<file path="src/rtl/pic_pkg.sv">
// ============================================================================
// pic_pkg: shared types, defaults and rotate helpers for the interrupt controller.
// Rev 1.0
// ============================================================================
`default_nettype none

package pic_pkg;

  localparam int DEFAULT_NUM_IRQ = 8;

  typedef enum logic [0:0] {
    ST_IDLE      = 1'b0,
    ST_WAIT_LAST = 1'b1
  } isr_state_t;

  // Rotate the low 'width' bits of v left by amt; bits at and above width are zero.
  function automatic logic [31:0] rotl(input logic [31:0] v, input int unsigned amt,
                                       input int unsigned width);
    logic [31:0] r;
    r = '0;
    for (int unsigned i = 0; i < 32; i++) begin
      if (i < width) r[(i + amt) % width] = v[i];
    end
    return r;
  endfunction

  // Rotate the low 'width' bits of v right by amt; bits at and above width are zero.
  function automatic logic [31:0] rotr(input logic [31:0] v, input int unsigned amt,
                                       input int unsigned width);
    logic [31:0] r;
    r = '0;
    for (int unsigned i = 0; i < 32; i++) begin
      if (i < width) r[i] = v[(i + amt) % width];
    end
    return r;
  endfunction

endpackage

`default_nettype wire

</file>
<file path="src/rtl/isr_prio_find.sv">
// ============================================================================
// isr_prio_find: one-hot highest-priority set bit under rotating priority.
// Rev 1.0
// ============================================================================
`default_nettype none

module isr_prio_find
  import pic_pkg::*;
#(
  parameter int NUM_IRQ = DEFAULT_NUM_IRQ,
  parameter int PTR_W   = $clog2(NUM_IRQ)
) (
  input  logic [NUM_IRQ-1:0] vec,
  input  logic [PTR_W-1:0]   lowest_prio,
  output logic [NUM_IRQ-1:0] first
);

  int unsigned        start;
  logic [NUM_IRQ-1:0] rot;
  logic [NUM_IRQ-1:0] iso;

  // The level just above lowest_prio is moved to bit 0, so the lowest set
  // bit of the rotated vector is the highest-priority request.
  always_comb begin
    if (32'(lowest_prio) >= 32'(NUM_IRQ - 1)) start = 0;
    else                                       start = 32'(lowest_prio) + 1;
    rot   = NUM_IRQ'(rotr(32'(vec), start, NUM_IRQ));
    iso   = rot & (~rot + NUM_IRQ'(1));
    first = NUM_IRQ'(rotl(32'(iso), start, NUM_IRQ));
  end

endmodule

`default_nettype wire

</file>
<file path="src/rtl/isr_rotating.sv">
// ============================================================================
// isr_rotating: in-service register with rotating priority, EOI forms and AEOI.
// Rev 1.0
// ============================================================================
`default_nettype none

module isr_rotating
  import pic_pkg::*;
#(
  parameter int NUM_IRQ = DEFAULT_NUM_IRQ,
  parameter int PTR_W   = $clog2(NUM_IRQ)
) (
  input  logic               clk,
  input  logic               reset,
  input  logic [NUM_IRQ-1:0] grant,
  input  logic               inta_first,
  input  logic               inta_last,
  input  logic               aeoi_mode,
  input  logic               auto_rotate,
  input  logic               eoi_cmd,
  input  logic               eoi_specific,
  input  logic               eoi_rotate,
  input  logic               set_prio,
  input  logic [PTR_W-1:0]   eoi_level,
  input  logic               smm,
  input  logic [NUM_IRQ-1:0] special_mask,
  output logic [NUM_IRQ-1:0] in_service,
  output logic [NUM_IRQ-1:0] highest_in_service,
  output logic [PTR_W-1:0]   lowest_prio,
  output logic               busy
);

  isr_state_t         state, state_nxt;
  logic [NUM_IRQ-1:0] isr, isr_nxt, masked_isr, highest, eoi_clr, aeoi_clr;
  logic [PTR_W-1:0]   lp, lp_nxt, latched, latched_nxt, eoi_lvl;
  logic               eoi_valid, eoi_rot, aeoi_fire;

  function automatic logic [PTR_W-1:0] onehot_idx(input logic [NUM_IRQ-1:0] v);
    logic [PTR_W-1:0] idx;
    idx = '0;
    for (int i = NUM_IRQ - 1; i >= 0; i--) begin
      if (v[i]) idx = PTR_W'(i);
    end
    return idx;
  endfunction

  assign masked_isr = smm ? (isr & ~special_mask) : isr;

  isr_prio_find #(
    .NUM_IRQ (NUM_IRQ),
    .PTR_W   (PTR_W)
  ) u_prio_find (
    .vec         (masked_isr),
    .lowest_prio (lp),
    .first       (highest)
  );

  always_ff @(posedge clk) begin
    if (reset) state <= ST_IDLE;
    else       state <= state_nxt;
  end

  always_comb begin
    state_nxt = state;
    case (state)
      ST_IDLE:      if (inta_first) state_nxt = ST_WAIT_LAST;
      ST_WAIT_LAST: if (inta_first) state_nxt = ST_WAIT_LAST;
                    else if (inta_last) state_nxt = ST_IDLE;
      default:      state_nxt = ST_IDLE;
    endcase
  end

  // Clears (EOI, then AEOI) apply before the INTA set, so a same-cycle grant survives.
  always_comb begin
    eoi_valid = eoi_cmd && (32'(eoi_level) < 32'(NUM_IRQ));
    eoi_clr   = '0;
    eoi_lvl   = '0;
    if (eoi_valid && !set_prio) begin
      if (eoi_specific) begin
        eoi_clr = NUM_IRQ'(1) << eoi_level;
        eoi_lvl = eoi_level;
      end else begin
        eoi_clr = highest;
        eoi_lvl = onehot_idx(highest);
      end
    end
    eoi_rot   = eoi_rotate && (eoi_clr != '0);
    aeoi_fire = (state == ST_WAIT_LAST) && inta_last && aeoi_mode;
    aeoi_clr  = aeoi_fire ? (NUM_IRQ'(1) << latched) : '0;
    isr_nxt   = (isr & ~eoi_clr & ~aeoi_clr) | (inta_first ? grant : '0);

    lp_nxt = lp;
    if (eoi_valid && set_prio) lp_nxt = eoi_level;
    else if (eoi_rot)          lp_nxt = eoi_lvl;
    if (aeoi_fire && auto_rotate) lp_nxt = latched;

    latched_nxt = inta_first ? onehot_idx(grant) : latched;
  end

  always_ff @(posedge clk) begin
    if (reset) begin
      isr     <= '0;
      lp      <= PTR_W'(NUM_IRQ - 1);
      latched <= '0;
    end else begin
      isr     <= isr_nxt;
      lp      <= lp_nxt;
      latched <= latched_nxt;
    end
  end

  assign in_service         = isr;
  assign highest_in_service = highest;
  assign lowest_prio        = lp;
  assign busy               = (state == ST_WAIT_LAST);

endmodule

`default_nettype wire

</file>
<file path="config.mk">
export PLATFORM = sky130hd
export DESIGN_NAME = isr_rotating
export DESIGN_NICKNAME = d
export VERILOG_FILES = /design/src/rtl/pic_pkg.sv /design/src/rtl/isr_prio_find.sv /design/src/rtl/isr_rotating.sv
export SDC_FILE = /design/constraint.sdc
export NUM_CORES = 1
export LEC_CHECK = 0
export ABC_AREA = 0
export ABC_CLOCK_PERIOD_IN_PS = 5700
export BUFFER_PORTS_ARGS = -buffer_cell sky130_fd_sc_hd__buf_2
export CAP_MARGIN = 20
export CELL_PAD_IN_SITES_DETAIL_PLACEMENT = 1
export CELL_PAD_IN_SITES_GLOBAL_PLACEMENT = 2
export CORE_ASPECT_RATIO = 2
export CORE_MARGIN = 5
export CORE_UTILIZATION = 29
export CTS_CLUSTER_SIZE = 16
export DETAILED_ROUTE_END_ITERATION = 16
export HOLD_SLACK_MARGIN = 0.05
export PLACE_DENSITY_LB_ADDON = 0.1
export SLEW_MARGIN = 40
export SYNTH_ARGS = -nofsm -noshare
export SYNTH_HDL_FRONTEND = slang
export SYNTH_SLANG_ARGS = --single-unit
</file>
<file path="constraint.sdc">
create_clock -name clk -period 5.7 [get_ports clk]
set_input_delay 1.71 -clock clk [delete_from_list [all_inputs] [get_ports clk]]
set_output_delay 1.71 -clock clk [all_outputs]
set_load 0.01 [all_outputs]
</file>
==> reports/metrics.yaml, run 1 <==
run_status:
  run_status: "finished with violations"
  violated_checks: "negative setup slack"
pwr:
  leakage_uw: 0.00169
  power_density_mw_per_mm2: 382
  seq_power_share_pct: 7.9
  p_sw_uw: 773
  ir_worst_vdd_mv: 0.247
  switching_share_pct: 49.4
  power.share.combinational_pct: 82.9
  clock_power_share_pct: 9.2
  cellInternalPower_uw: 793
synth:
  synth_cell_type_count: 79
  postSynth.asyncResetShare_pct: 0
  syn-instance-count: 395
  synth_flop_cell: "sky130_fd_sc_hd__dfxtp_1"
  yosysWarnings: 0
  sequential_share_of_the_synthesized_area_pct: 10.7
  synth_fp_nets: 437
  post_synth.cell_area_avg_sq_um: 7.08
  number_of_storage_elements_in_the_synthesis_netlist: 15
  post_synth_instance_area_sq_mm: 0.00280
  number_of_flops_mapped_to_enable_cells_by_yosys: 0
setup_path:
  critical-path-max-stage-delay_ns: 0.54
  slowest_stage: "sky130_fd_sc_hd__mux4_2"
  critPathArrivalTime_ns: 4.03
  endpoint_kind: "output port"
  worst_r2r_endpoint: "lowest_prio[1]"
  rr_worst_depth: 19
  register_to_register_path_setup_slack_ns: 0.95
  timing.setup.critical_path_class: "input port to output port"
  path_max_fanout: 5
  startpoint_type: "input port"
  timing.critical_path.cells: "buf_12 > a21boi_4 > mux4_2 > mux2i_4 > o221ai_2 > or4_4 > and3_1 > a311oi_2 > o31ai_4 > inv_1 > buf_6"
  cpLargestDelayFamily: "multiplexers"
  rr_startpoint: "lowest_prio[0]"
  critical_path_required_ns: 3.99
  worst_path_bufs_invs: 3
finish:
  layout.cells.most_common_list: "59 x sky130_fd_sc_hd__buf_4, 44 x sky130_fd_sc_hd__nand2_1, 40 x sky130_fd_sc_hd__buf_2, 31 x sky130_fd_sc_hd__nor2_1, 27 x sky130_fd_sc_hd__a21oi_1"
  area.sequential_sq_um: 300
  antennaDiodeCount: 0
  fillerInstances: 1161
  area_growth_syn_to_layout_pct: 46.4
  design.final.nets: 535
  summed_area_of_non_filler_cells_in_the_final_layout_sq_mm: 0.00410
  proportion_of_layout_cells_with_a_drive_suffix_above_1_pct: 39.6
  multi_input_gate_area_sq_mm: 0.00260
  final_common_cell: "sky130_fd_sc_hd__buf_4"
clock_network:
  ctsLongestPathBuffers: 2
  post_cts_hold_buffer_count: 0
  insertion_delay_ns: 0.25
  clkSinkCount: 15
  tritoncts: "yes"
  clk_transition_reported_paths_ns: 0.05
  clock_tree.htree_level_count: 1
  tritoncts.num_buffers: 3
  cts.root.buffer_cell: "sky130_fd_sc_hd__clkbuf_16"
placement:
  hpwl_mm: 11.7
  placement.cell_area_sq_mm: 0.00354
  port_buffers: 49
  weighted_congestion_at_the_end_of_routability_driven_global_placement: 0.925
worst_hold_path:
  worst_hold_path.endpoint: "busy"
  worstHoldPathCells: 2
  worst_min_delay_path_category: "flip-flop to flip-flop"
  hold_path_startpoint: "busy"
timing:
  timing.final.setup_violations: 3
  finClkSkew_ns: 0.00171
  maxSlewViolCount: 0
  max_freq_mhz: 174
  unrepaired_setup_endpoints_after_global_routing: "true"
  post-route-min-period_ns: 5.74
  tightest_slew_ns: 0.636
  worst_slew_margin_relative_to_its_limit_pct: 57.6
  post-route-worst-setup-slack_ns: -0.0379
  final.period_utilization_pct: 101
  timing.setup.tns_ns: -0.0785
  final_count_of_hold_timing_violations: 0
drt:
  detail_route.wl_per_cell_microns: 23.9
  route.vias.total: 3735
  detail_route.first_pass.iterations: 4
  viasPerCell: 6.27
  drt_wl_total_mm: 14.3
  drt-initial-drc-count: 146
  drtAntennaViolNets: 0
  drc_errors: 0
global_routing:
  grt_remaining_overflow: 0
  grt_pass1_wl_mm: 22.2
  pin_count_of_the_biggest_net_entering_global_routing: 35
  antenna_found_initial: 0
  grtUsageTotal_pct: 24.3
  first_global_vias: 4095
floorplan:
  floorplan.die.width_microns: 79.5
  dieArea_sq_mm: 0.0118
  die-height_microns: 149
  placeableCoreArea_sq_mm: 0.00938
  io_pins: 50
  floorplan.rows: 50
  starting_density_of_the_core_pct: 29.8
job:
  drv_cap: 0
==> synthesized netlist by cell type, types with 9 or more instances <==
master	instances	area [sq um]
sky130_fd_sc_hd__a21oi_1	29	145
sky130_fd_sc_hd__and2_1	9	56.3
sky130_fd_sc_hd__clkbuf_1	19	71.3
sky130_fd_sc_hd__dfxtp_1	15	300
sky130_fd_sc_hd__ha_1	12	150
sky130_fd_sc_hd__inv_1	15	56.3
sky130_fd_sc_hd__nand2_1	45	169
sky130_fd_sc_hd__nand2b_1	18	113
sky130_fd_sc_hd__nand3_1	11	55.1
sky130_fd_sc_hd__nand4_1	12	75.1
sky130_fd_sc_hd__nor2_1	33	124
sky130_fd_sc_hd__o21ai_0	17	85.1
==> metal layers <==
layer	share of wire, %	vias up	track usage [%]
li1	-	1702	-
met1	30	1856	20.3
met2	60	124	50.8
met3	2.3	53	1.39
met4	7.6	0	16.1
met5	0	-	0
==> power groups by stage <==
stage / sequential [uW] / combinational (uW) / clock, uW
after floorplan: 131 / 608 / 0
after global placement: 126 / 1070 / 0
after detailed placement: 126 / 1080 / 0
after CTS: 124 / 1220 / 147
after global routing: 125 / 1380 / 150
final: 124 / 1300 / 144
==> worst max-delay path by stage <==
stage                     from               endpoint  slack [ns]  cells past startpoint
final                      smm  highest_in_service[2]       -0.04                     11
after global routing       smm  highest_in_service[2]       -0.13                     13
after CTS                  smm  highest_in_service[4]       -0.03                     12
after detailed placement   smm  highest_in_service[2]       -0.28                     13
after global placement     smm  highest_in_service[0]       -0.30                     12
after floorplan            smm  highest_in_service[2]        0.06                     10
==> final cells by class <==
cell class	count	area share, %
Clock buffer	3	1.83
Clock inverter	1	0.122
Inverter	18	1.74
Multi-Input combinational cell	335	63.5
Sequential cell	15	7.33
Tap cell	104	3.18
Timing Repair Buffer	120	22.3
==> through the flow <==
step           setup WS, ns  total power, uW  hold slack (ns)  utilization, %  cells
2_1_floorplan        0.0595              739            0.466               -    395
3_3_place_gp         -0.304             1200            0.498            37.7    580
3_5_place_dp         -0.275             1200            0.509            37.7    580
4_1_cts             -0.0295             1490            0.523            41.8    592
5_1_grt              -0.129             1650            0.561            43.6    596
6_report            -0.0379             1570            0.518            43.6    596
==> cell families (layout without fill, tap and decap cells) <==
group	Yosys count	after routing	share of synthesized area, %
and+or+nand+nor	171	171	33.0
AOI/OAI and AO/OA	134	134	33.9
buffers and inverters	45	142	6.84
muxes	18	18	10.1
DFF	15	15	10.7
adders and majority gates	12	12	5.37
==> worst register-to-register path, delay by kind of cell (launching register included) <==
family / cells / cell delay (ns)
adder cells (fa/ha/maj): 3 / 0.74
AO/OA/AOI/OAI: 5 / 1.34
buffers and inverters: 3 / 0.47
multiplexers: 1 / 0.23
AND/OR/NAND/NOR: 7 / 1.60
flip-flops: 1 / 0.31
==> sequential cells by signal, indices dropped and copies added, names as in the netlist <==
signal / count
busy: 1
in_service: 8
latched: 3
lowest_prio: 3
==> timing repair <==
item / 4_1_cts / 5_1_grt
pin swaps: 18 / 21
endpoints found under the setup margin: 8 / 8
resized for setup: 48 / 29
setup buffers: 7 / 4
cloned: 1 / 0
(Power assumes the default switching activity.)
==> inputs of run 2 (changes only) <==
Settings changed: RECOVER_POWER from default to 100.
==> run 2 against run 1 <==
  * The run still ends with negative setup slack left
  * Utilization fell by 0.23 points
  * Largest cell class unchanged
  * Sequential cell count unchanged
  * Highest routed layer unchanged
  * Register-to-register slack about the same
  * Setup slack better by 0.0031 ns
  * First-iteration DRC count increased by 22%
  * Cell area decreased by 0.52%
  * Sequential power about the same
  * Critical endpoint unchanged
  * Combinational power about the same
  * Cell count did not move
  * Global-route usage did not move
  * Sequential share of layout area barely moved
==> reports/metrics.yaml, run 2 (synthesis gave the netlist of run 1 again) <==
timing:
  timing.final.setup_violations: 3
  timing.setup.tns_ns: -0.0720
  max_freq_mhz: 174
  post-route-min-period_ns: 5.73
  tightest_slew_ns: 0.887
  post-route-worst-setup-slack_ns: -0.0348
  unrepaired_setup_endpoints_after_global_routing: "true"
  finClkSkew_ns: 0.00207
  final.period_utilization_pct: 101
  maxSlewViolCount: 0
  worst_slew_margin_relative_to_its_limit_pct: 40.9
  final_count_of_hold_timing_violations: 0
pwr:
  switching_share_pct: 49.4
  seq_power_share_pct: 8.0
  power.share.combinational_pct: 82.9
  cellInternalPower_uw: 789
  ir_worst_vdd_mv: 0.246
  leakage_uw: 0.00164
  power_density_mw_per_mm2: 383
  p_sw_uw: 772
  clock_power_share_pct: 9.1
floorplan:
  floorplan.rows: 50
  floorplan.die.width_microns: 79.5
  die-height_microns: 149
  starting_density_of_the_core_pct: 29.8
  io_pins: 50
  placeableCoreArea_sq_mm: 0.00938
  dieArea_sq_mm: 0.0118
worst_hold_path:
  hold_path_startpoint: "latched[2]"
  worstHoldPathCells: 2
  worst_min_delay_path_category: "flip-flop to flip-flop"
drt:
  drt-initial-drc-count: 178
  route.vias.total: 3736
  detail_route.first_pass.iterations: 4
  drtAntennaViolNets: 0
  drc_errors: 0
  drt_wl_total_mm: 14.2
  viasPerCell: 6.27
  detail_route.wl_per_cell_microns: 23.8
finish:
  largest_register_ffs: 8
  final_common_cell: "sky130_fd_sc_hd__buf_4"
  design.final.nets: 535
  layout.cells.most_common_list: "57 x sky130_fd_sc_hd__buf_4, 44 x sky130_fd_sc_hd__nand2_1, 31 x sky130_fd_sc_hd__nor2_1, 29 x sky130_fd_sc_hd__buf_2, 27 x sky130_fd_sc_hd__a21oi_1"
  area_growth_syn_to_layout_pct: 45.6
  proportion_of_layout_cells_with_a_drive_suffix_above_1_pct: 37.0
  antennaDiodeCount: 0
  final_core_utilization_pct: 43.4
  post_layout_nonfiller_instances: 596
clock_network:
  insertion_delay_ns: 0.25
  clock_tree.htree_level_count: 1
  tritoncts.num_buffers: 3
  clk_transition_reported_paths_ns: 0.05
  clkSinkCount: 15
  tritoncts: "yes"
  ctsLongestPathBuffers: 2
  cts.root.buffer_cell: "sky130_fd_sc_hd__clkbuf_16"
setup_path:
  crit_path_end: "highest_in_service[2]"
  register_to_register_path_setup_slack_ns: 0.96
  endpoint_kind: "output port"
  rr_worst_depth: 19
  startpoint_type: "input port"
  path_max_fanout: 5
  worst_r2r_endpoint: "lowest_prio[1]"
  rr_startpoint: "lowest_prio[0]"
  worst_setup_path_startpoint: "smm"
  critPathArrivalTime_ns: 4.02
  critical_path_required_ns: 3.99
  timing.setup.critical_path_class: "input port to output port"
global_routing:
  pin_count_of_the_biggest_net_entering_global_routing: 35
  first_global_vias: 4095
  grtUsageTotal_pct: 24.3
  grt_pass1_wl_mm: 22.2
  antenna_found_initial: 0
  grt_remaining_overflow: 0
placement:
  weighted_congestion_at_the_end_of_routability_driven_global_placement: 0.925
  port_buffers: 49
  dpl.cell_count: 580
  hpwl_mm: 11.7
job:
  drv_cap: 0
run_status:
  run_status: "finished with violations"
  violated_checks: "negative setup slack"
-- run 2: changes by cell type in the layout (fill, tap and decap cells not counted), sizes merged --
cell,previous run,this run
buf,120,107
clkbuf,3,16
-- run 2: per-layer routing --
layer | part of all wire, % | GRT usage [%] | up-vias
met2 | 61 | 50.8 | 132
met4 | 7.6 | 16.1 | 0
li1 | - | - | 1705
met3 | 2.3 | 1.39 | 55
met5 | 0 | 0 | -
met1 | 30 | 20.3 | 1844
-- run 2: cell type report --
class	count	area (sq um)
Clock buffer	3	75.1
Clock inverter	1	5.00
Fill cell	1167	5310
Inverter	18	71.3
Multi-Input combinational cell	335	2600
Sequential cell	15	300
Tap cell	104	130
Timing Repair Buffer	120	892
-- run 2: power by group through the flow --
stage | clock network, uW | registers (uW) | logic, uW
floorplan | 0 | 131 | 608
global placement | 0 | 126 | 1070
detailed placement | 0 | 126 | 1080
CTS | 147 | 124 | 1220
global route | 150 | 125 | 1380
finish | 143 | 124 | 1290
-- run 2: worst min path at each step --
stage                            end
after floorplan           latched[2]
after global placement          busy
after detailed placement        busy
after CTS                       busy
after global routing      latched[2]
final                     latched[2]
-- run 2: through the flow --
stage	hold slack (ns)	cell area [sq um]	power, uW	setup WS, ns
after global routing	0.561	4070	1650	-0.129
final	0.519	4070	1560	-0.0348
after floorplan	0.466	2850	739	0.0595
after global placement	0.498	3540	1200	-0.304
after CTS	0.523	3930	1490	-0.0295
after detailed placement	0.509	3540	1200	-0.275
-- run 2: critical path, cell delays in order --
cell                       delay, ns
sky130_fd_sc_hd__buf_12         0.11
sky130_fd_sc_hd__a21boi_4       0.07
sky130_fd_sc_hd__mux4_2         0.54
sky130_fd_sc_hd__mux2i_4        0.20
sky130_fd_sc_hd__o221ai_2       0.13
sky130_fd_sc_hd__or4_4          0.46
sky130_fd_sc_hd__and3_1         0.17
sky130_fd_sc_hd__a311oi_2       0.30
sky130_fd_sc_hd__o31ai_4        0.13
sky130_fd_sc_hd__inv_1          0.09
sky130_fd_sc_hd__buf_6          0.10
-- run 2: what timing repair did --
action / in CTS / in global routing
pin swaps: 18 / 21
hold buffers: 0 / 0
resized for setup: 48 / 29
endpoints found under the setup margin: 8 / 8
cloned: 1 / 0
setup buffers: 7 / 4
endpoints found under the hold margin: 0 / 0
